--- config.mk ---
export PLATFORM = sky130hd
export DESIGN_NAME = mem_port_arbiter
export DESIGN_NICKNAME = d
export VERILOG_FILES = /design/src/rtl/mem_port_arbiter_pkg.sv /design/src/rtl/mem_port_arbiter_id_fifo.sv /design/src/rtl/mem_port_arbiter.sv
export SDC_FILE = /design/constraint.sdc
export NUM_CORES = 1
export LEC_CHECK = 0
export BUFFER_PORTS_ARGS = -buffer_cell sky130_fd_sc_hd__buf_2
export CAP_MARGIN = 15
export CORE_AREA = 3 3 140 142
export CTS_BUF_LIST = sky130_fd_sc_hd__clkbuf_8
export DETAILED_ROUTE_END_ITERATION = 10
export DIE_AREA = 0 0 143 145
export PLACE_DENSITY = 0.39
export SLEW_MARGIN = 20
export SYNTH_ARGS = -nofsm -noshare
export SYNTH_HDL_FRONTEND = slang
export SYNTH_SLANG_ARGS = --single-unit
--- constraint.sdc ---
create_clock -name clk -period 2.6 [get_ports clk]
set_clock_uncertainty 0.1 [all_clocks]
set_input_delay 0.39 -clock clk [delete_from_list [all_inputs] [get_ports clk]]
set_output_delay 0.39 -clock clk [all_outputs]
set_load 0.05 [all_outputs]
--- src/rtl/mem_port_arbiter_pkg.sv ---
// Shared types for the two-requester memory port arbiter: requester IDs and
// the request/response message layouts carried on the memory port.
package mem_port_arbiter_pkg;

   typedef logic [0:0] mem_arb_id_t;

   localparam mem_arb_id_t MEM_ARB_ID_FETCH = 1'b0;
   localparam mem_arb_id_t MEM_ARB_ID_LSU   = 1'b1;

   typedef enum logic [0:0] {
      MEM_MSG_READ  = 1'b0,
      MEM_MSG_WRITE = 1'b1
   } mem_msg_op_e;

   typedef struct packed {
      mem_msg_op_e op;
      logic [7:0]  opaque;
      logic [31:0] addr;
      logic [3:0]  strb;
      logic [31:0] data;
   } mem_req_msg_t;

   typedef struct packed {
      mem_msg_op_e op;
      logic [7:0]  opaque;
      logic [31:0] data;
   } mem_resp_msg_t;

   localparam int MEM_REQ_MSG_W  = $bits(mem_req_msg_t);
   localparam int MEM_RESP_MSG_W = $bits(mem_resp_msg_t);

endpackage

--- src/rtl/mem_port_arbiter_id_fifo.sv ---
// In-order FIFO of requester IDs: one entry per request accepted by memory
// and not yet answered; the head names the owner of the next response.
module mem_port_arbiter_id_fifo
   import mem_port_arbiter_pkg::*;
#(
   parameter int P_DEPTH = 4
) (
   input  logic       clk,
   input  logic       rst,
   input  logic       i_push,
   input  logic [0:0] i_push_id,
   input  logic       i_pop,
   output logic [0:0] o_head_id,
   output logic       o_full,
   output logic       o_empty
);

   localparam int PTR_W = $clog2(P_DEPTH);
   localparam int CNT_W = PTR_W + 1;

   logic [PTR_W-1:0] r_wr_ptr;
   logic [PTR_W-1:0] r_rd_ptr;
   logic [CNT_W-1:0] r_count;
   mem_arb_id_t      r_ids [P_DEPTH];

   // Pointers and occupancy; power-of-two depth lets the pointers wrap naturally.
   always_ff @(posedge clk or negedge rst) begin
      if (!rst) begin
         r_wr_ptr <= '0;
         r_rd_ptr <= '0;
         r_count  <= '0;
      end else begin
         if (i_push) r_wr_ptr <= r_wr_ptr + PTR_W'(1);
         if (i_pop)  r_rd_ptr <= r_rd_ptr + PTR_W'(1);
         case ({i_push, i_pop})
            2'b10:   r_count <= r_count + CNT_W'(1);
            2'b01:   r_count <= r_count - CNT_W'(1);
            default: r_count <= r_count;
         endcase
      end
   end

   // ID storage.
   always_ff @(posedge clk or negedge rst) begin
      if (!rst) begin
         for (int i = 0; i < P_DEPTH; i++) r_ids[i] <= MEM_ARB_ID_FETCH;
      end else if (i_push) begin
         r_ids[r_wr_ptr] <= i_push_id;
      end
   end

   assign o_head_id = r_ids[r_rd_ptr];
   assign o_full    = (r_count == CNT_W'(P_DEPTH));
   assign o_empty   = (r_count == CNT_W'(0));

endmodule

--- src/rtl/mem_port_arbiter.sv ---
// Shares one memory port between fetch (port 0) and load/store (port 1):
// round-robin grant with a hold-until-accepted lock, in-order response steering.
module mem_port_arbiter
   import mem_port_arbiter_pkg::*;
#(
   parameter int p_max_inflight = 4
) (
   input  logic                      clk,
   input  logic                      rst,
   input  logic                      i_req0_req_val,
   output logic                      o_req0_req_rdy,
   input  logic [MEM_REQ_MSG_W-1:0]  i_req0_req_msg,
   output logic                      o_req0_resp_val,
   input  logic                      i_req0_resp_rdy,
   output logic [MEM_RESP_MSG_W-1:0] o_req0_resp_msg,
   input  logic                      i_req1_req_val,
   output logic                      o_req1_req_rdy,
   input  logic [MEM_REQ_MSG_W-1:0]  i_req1_req_msg,
   output logic                      o_req1_resp_val,
   input  logic                      i_req1_resp_rdy,
   output logic [MEM_RESP_MSG_W-1:0] o_req1_resp_msg,
   output logic                      o_mem_req_val,
   input  logic                      i_mem_req_rdy,
   output logic [MEM_REQ_MSG_W-1:0]  o_mem_req_msg,
   input  logic                      i_mem_resp_val,
   output logic                      o_mem_resp_rdy,
   input  logic [MEM_RESP_MSG_W-1:0] i_mem_resp_msg
);

   mem_arb_id_t r_prio;
   logic        r_lock;
   mem_arb_id_t r_lock_id;
   mem_arb_id_t w_grant;
   mem_arb_id_t w_head_id;
   logic        w_full;
   logic        w_empty;
   logic        w_issue_ok;
   logic        w_sel_val;
   logic        w_req_xfer;
   logic        w_resp_val;
   logic        w_sel_resp_rdy;
   logic        w_resp_xfer;

   // Grant selection: a stalled offer keeps the port, otherwise round-robin.
   always_comb begin
      w_grant = r_prio;
      if (r_lock) begin
         w_grant = r_lock_id;
      end else if (i_req0_req_val && !i_req1_req_val) begin
         w_grant = MEM_ARB_ID_FETCH;
      end else if (i_req1_req_val && !i_req0_req_val) begin
         w_grant = MEM_ARB_ID_LSU;
      end else begin
         w_grant = r_prio;
      end
   end

   // Full blocks issue outright, even when a response frees a slot this cycle.
   assign w_issue_ok     = rst && !w_full;
   assign w_sel_val      = (w_grant == MEM_ARB_ID_LSU) ? i_req1_req_val : i_req0_req_val;
   assign o_mem_req_val  = w_issue_ok && w_sel_val;
   assign o_mem_req_msg  = (w_grant == MEM_ARB_ID_LSU) ? i_req1_req_msg : i_req0_req_msg;
   assign o_req0_req_rdy = w_issue_ok && i_mem_req_rdy && (w_grant == MEM_ARB_ID_FETCH);
   assign o_req1_req_rdy = w_issue_ok && i_mem_req_rdy && (w_grant == MEM_ARB_ID_LSU);
   assign w_req_xfer     = o_mem_req_val && i_mem_req_rdy;

   // Priority flips away from each winner; lock holds an offered-but-stalled grant.
   always_ff @(posedge clk or negedge rst) begin
      if (!rst) begin
         r_prio    <= MEM_ARB_ID_FETCH;
         r_lock    <= 1'b0;
         r_lock_id <= MEM_ARB_ID_FETCH;
      end else if (w_req_xfer) begin
         r_prio <= ~w_grant;
         r_lock <= 1'b0;
      end else if (o_mem_req_val) begin
         r_lock    <= 1'b1;
         r_lock_id <= w_grant;
      end
   end

   // An empty FIFO means the response predates reset: accept and drop it.
   assign w_resp_val      = rst && i_mem_resp_val && !w_empty;
   assign o_req0_resp_val = w_resp_val && (w_head_id == MEM_ARB_ID_FETCH);
   assign o_req1_resp_val = w_resp_val && (w_head_id == MEM_ARB_ID_LSU);
   assign o_req0_resp_msg = i_mem_resp_msg;
   assign o_req1_resp_msg = i_mem_resp_msg;
   assign w_sel_resp_rdy  = (w_head_id == MEM_ARB_ID_LSU) ? i_req1_resp_rdy : i_req0_resp_rdy;
   assign o_mem_resp_rdy  = rst && (w_empty || w_sel_resp_rdy);
   assign w_resp_xfer     = w_resp_val && w_sel_resp_rdy;

   mem_port_arbiter_id_fifo #(
      .P_DEPTH (p_max_inflight)
   ) u_id_fifo (
      .clk       (clk),
      .rst       (rst),
      .i_push    (w_req_xfer),
      .i_push_id (w_grant),
      .i_pop     (w_resp_xfer),
      .o_head_id (w_head_id),
      .o_full    (w_full),
      .o_empty   (w_empty)
   );

endmodule

==> After elaboration in Yosys (flattened, before gate mapping) <==
Cells that the tools add are included.
{ "totals": {"in_bits": 203, "regBits": 14, "elab_cells": 64} }
{ "op_classes": {"bitwise_logic": 5, "add_sub_neg": 4, "reduce_logical": 24, "mux": 15, "n_eq_ne": 3, "order_cmp": 3} }
{ "ops": {"columns": ["cell", "count"], "rows": [
  ["77-bit 2-to-1 mux", 1],
  ["1-bit logical AND", 15],
  ["1-bit 2-to-1 mux", 10],
  ["3-bit greater-or-equal comparator, second input constant", 2],
  ["2-bit NOT with 3-bit output", 2],
  ["3-bit case mux with 2 select lines", 1],
  ["2-bit by 1-bit adder with 2-bit output, second input constant", 2],
  ["4-bit bitwise mux", 1],
  ["1-bit logical NOT", 4],
  ["2-bit nonzero test", 2],
  ["3-bit by 1-bit adder with 3-bit output, second input constant", 1],
  ["3-bit equality test, second input constant", 1],
  ["3-bit logical NOT", 1],
  ["3-bit by 1-bit < comparator with 1-bit output, second input constant", 1],
  ["1-bit NOT", 3],
  ["3-bit by 1-bit subtractor with 3-bit output, second input constant", 1],
  ["1-bit binary-select mux with 2-bit select", 1],
  ["1-bit demux with 2-bit select", 1],
  ["2-bit by 1-bit equality test with 1-bit output, second input constant", 1],
  ["2-bit equality test, second input constant", 1],
  ["2-bit AND reduction", 1],
  ["1-bit logical OR", 1]
]} }

==> Longest topological paths before layout <==
{ "logic_depth": {"depth_word": 10, "mapped_depth": 10} }

==> Modules after synthesis <==
A second synthesis with hierarchy kept.
{ "hier_totals": {"cells_unflattened": 538, "hier_area_um2": 3642.2} }
{ "by_module_without_submodules": {"columns": ["module", "seq_area_each_um2", "area_per_inst_um2", "instances", "cells_per_inst"], "rows": [
  ["mem_port_arbiter", 75.1, 3081.7, 1, 492],
  ["mem_port_arbiter_id_fifo", 275.3, 560.5, 1, 46]
]} }

==> Worst setup path before layout <==
No wires, ideal clock.
{ "synth_timing": {"path_kind": "flip-flop to output port", "from": "register u_id_fifo.r_rd_ptr[1]", "to": "output o_mem_resp_rdy", "arrival_ns": 2.087, "setup_slack_ns": 0.023, "path_stages_with_launch": 5, "path_cell_list": "dfrtp_1 > mux2i_1 > mux2i_1 > mux2i_1 > a21boi_0"} }
{ "synth_via": {"elab_chain_len": 7} }
{ "synth_rtl": {"columns": ["element", "line", "rtl"], "rows": [
  ["start, declared", "mem_port_arbiter_id_fifo.sv:22", "logic [PTR_W-1:0] r_rd_ptr;"],
  ["start signal, assigned", "mem_port_arbiter_id_fifo.sv:34", "if (i_pop) r_rd_ptr <= r_rd_ptr + PTR_W'(1);"],
  ["2-bit NOT with 3-bit output (implied by the code)", "mem_port_arbiter_id_fifo.sv:52", "assign o_head_id = r_ids[r_rd_ptr];"],
  ["1-bit binary-select mux with 2-bit select", "mem_port_arbiter_id_fifo.sv:52", null],
  ["1-bit 2-to-1 mux (implied by the code) (2 in a row)", "mem_port_arbiter_id_fifo.sv:52", null],
  ["1-bit 2-to-1 mux", "mem_port_arbiter.sv:88", "assign w_sel_resp_rdy = (w_head_id == MEM_ARB_ID_LSU) ? i_req1_resp_rdy : i_req0_resp_rdy;"],
  ["1-bit logical OR", "mem_port_arbiter.sv:89", "assign o_mem_resp_rdy = rst && (w_empty || w_sel_resp_rdy);"],
  ["1-bit logical AND", "mem_port_arbiter.sv:89", null],
  ["end, declared", "mem_port_arbiter.sv:26", "output logic o_mem_resp_rdy,"]
]} }
No other way between the ends. The select of a mux whose other input is x is not followed.

==> Final worst setup path <==
{ "layout_timing": {"from": "register r_lock", "to": "output o_mem_req_msg[52]"} }
{ "layout_via": {"elab_chain_len": 2} }
{ "layout_rtl": {"columns": ["element", "line", "rtl"], "rows": [
  ["start, declared", "mem_port_arbiter.sv:31", "logic r_lock;"],
  ["start signal, assigned", "mem_port_arbiter.sv:71", "r_lock <= 1'b0;"],
  ["start signal, assigned", "mem_port_arbiter.sv:75", "r_lock <= 1'b0;"],
  ["start signal, assigned", "mem_port_arbiter.sv:77", "r_lock <= 1'b1;"],
  ["1-bit 2-to-1 mux", "mem_port_arbiter.sv:47", "if (r_lock) begin"],
  ["77-bit 2-to-1 mux", "mem_port_arbiter.sv:62", "assign o_mem_req_msg = (w_grant == MEM_ARB_ID_LSU) ? i_req1_req_msg : i_req0_req_msg;"],
  ["end, declared", "mem_port_arbiter.sv:24", "output logic [MEM_REQ_MSG_W-1:0] o_mem_req_msg,"]
]} }
No other way between the ends.

==> reports/metrics.yaml <==
status: "completed"
max-cap-violations: 0
viasPerCell: 3.57
rsz0062_at_grt: "false"
p_total_mw: 4.59
synth_fa_ha_area_frac: 0.0342
route.met2.wl_um: 4370
yosys.area.top_type_share: 0.261
place_hpwl_um: 7300
die-width_um: 143
drive_gt1_frac: 0.736
layout_common_cells: "buf_2 (244), mux2_1 (43), mux2_2 (40)"
syn-instance-count: 247
p_clk_frac: 0.038
p_comb_frac: 0.871
p_int_mw: 1.68
drt_pass1_iterations: 2
ctsResizeCount: 0
syn_area_mm2: 0.00241
yosys.cell_types.count: 34
drv_slew: 0
end_kind: "output port"
cts_buffer_depth: 2
yosysSeqAreaShare: 0.145
worst_slew_pin_slew_ps: 342
r2r_start: "u_id_fifo.r_rd_ptr[1]"
reg2regPathDepth: 10
fmax_mhz: 404
slew_headroom: 0.770
dieArea_mm2: 0.0207
power_frac_seq: 0.091
cts_hold_repair.buffers: 0
grt_pass1_wl_um: 11800
synth_top_area_cell: "buf_4"
start_kind: "register"
synth_compound_area_frac: 0.0296
root_buffer: "clkbuf_8"
grt_pass1_vias: 2391
drc_errors: 0
antenna_found_initial: 0
fin_crit_ps: 2480
diodes: 0
synth-xor-area-share: 0.0182
ir_drop_uv: 575
hold_viol: 0
p_sw_frac: 0.634
clk_pin_slew_worst_paths_ps: 60
dp.cells: 640
dieHeight_um: 145
wl_met1_um: 2810
power_switching_mw: 2.91
synth-seq-cells: 14
topRoutingLayerUsed: "met4"
track_usage: 0.0680
crit_required_ps: 2110
routabilityCongestion: 0.772
final_common_cell: "buf_2"
vias: 2296
nets: 620
postCtsSetupBuffers: 0
cts_made_buffers: 3
r2r_slack_ps: 220
synth_top_family_by_area: "multiplexers"
io_pins: 368
min_path_type: "in -> async"
ys_warn_count: 0
synthMuxAreaShare: 0.416
grt_max_degree: 49
finalSetupViolations: 0
overflow: 0
io_buffers: 244
p_per_area_mw_per_mm2: 1360
cp_max_fo: 48
crit_arrival_ps: 1990
drt-total-wl_um: 8200
core_area_mm2: 0.0186
initialDrtViolationCount: 26
syn_area_per_cell_um2: 9.77
syn-num-nets: 456
cts_tree: "built"
areaGrowthSynthToFinish_pct: 39.5
wl_met3_um: 1000
synthSimpleGateAreaFrac: 0.0576
drtAntennaViolNets: 0
stdcell_count: 643
wl_per_cell_um: 12.7
crit_type: "reg -> out"
row_count: 50
htreeDepth: 1
cts_sinks: 14
finalCritPeriodShare: 0.953
finalSetupTns_ps: 0
start_util: 0.130
ys_top_cells_by_area: "buf_4 (26%), mux2_1 (20%), mux2_2 (19%)"
clock_latency_ps: 240
power_leakage_nw: 1.72
reg2reg_to: "u_id_fifo.r_count[2]"
[worst max path at each step]
stage,from,endpoint,slack (ps),cells past startpoint
6_report,r_lock,o_mem_req_msg[52],120,5
3_3_place_gp,i_req1_req_val,o_mem_req_msg[52],230,7
4_1_cts,r_lock,o_mem_req_msg[52],110,5
3_5_place_dp,u_id_fifo.r_rd_ptr[1],u_id_fifo.r_count[2],190,10
2_1_floorplan,u_id_fifo.r_rd_ptr[1],o_mem_resp_rdy,20,4
5_1_grt,u_id_fifo.r_rd_ptr[1],u_id_fifo.r_count[2],3,10
[state kept, by name, summed over array words and instances, names as in the netlist]
register	cells
u_id_fifo.r_count	3
r_lock	1
r_lock_id	1
u_id_fifo.r_wr_ptr	2
u_id_fifo.r_rd_ptr	2
r_prio	1
u_id_fifo.r_ids	4
[per-layer routing]
| metal | global-route usage | vias up |
|---|---|---|
| li1 | - | 1097 |
| met1 | 0.0674 | 1002 |
| met2 | 0.139 | 193 |
| met3 | 0.0204 | 4 |
| met4 | 0.00665 | 0 |
| met5 | 0 | - |
[power by group through the flow]
stage | combinational, mW | sequential (mW) | clock [mW]
finish | 4.00 | 0.419 | 0.172
global route | 4.20 | 0.439 | 0.197
CTS | 4.02 | 0.416 | 0.181
detailed placement | 4.01 | 0.417 | 0
global placement | 3.99 | 0.422 | 0
floorplan | 3.57 | 0.394 | 0
[stage by stage]
step / setup WS, ps / util / instance area (um2) / hold WS [ps]
2_1_floorplan: 23.1 / - / 2410 / -5.59
3_3_place_gp: 232 / 0.179 / 3320 / 322
3_5_place_dp: 189 / 0.179 / 3320 / 324
4_1_cts: 106 / 0.181 / 3360 / 63.5
5_1_grt: 2.50 / 0.181 / 3370 / 62.0
6_report: 123 / 0.181 / 3370 / 55.6
[worst max-delay path, cell delays in order, from the launching register on]
cell and delay (ps):
dfrtp_1 410, a21o_1 200, o21ai_4 210, buf_12 250
mux2_1 390, buf_2 230
[cells by family after synthesis]
logic type | after synthesis
compound gates | 11
fa+ha+maj | 6
simple gates | 22
buf+inv | 99
flops | 14
xor+xnor | 5
mux | 90
[synthesized netlist by cell type (all sizes together)]
cell     n
nor2b    2
nand2b   1
o21ai    4
nor3     2
o21ba    1
nand3    2
a21o     1
mux2i    7
dfrtp   14
nor4     1
a21oi    2
xnor2    2
nor2     5
nor3b    1
or3      1
or3b     1
ha       5
a21boi   1
inv      8
mux2    83
fa       1
nand2    2
xor2     3
a41oi    1
o31ai    1
buf     91
nor4b    4
[area by class of cell]
type | count | area, um2
multi-input cells | 134 | 1360
well taps | 234 | 293
clock buffers | 3 | 41.3
fillers | 2109 | 15200
repair buffers | 250 | 1290
flip-flops and latches | 14 | 350
inverters | 8 | 30.0
No activity file was read; power rests on OpenSTA's default activity.
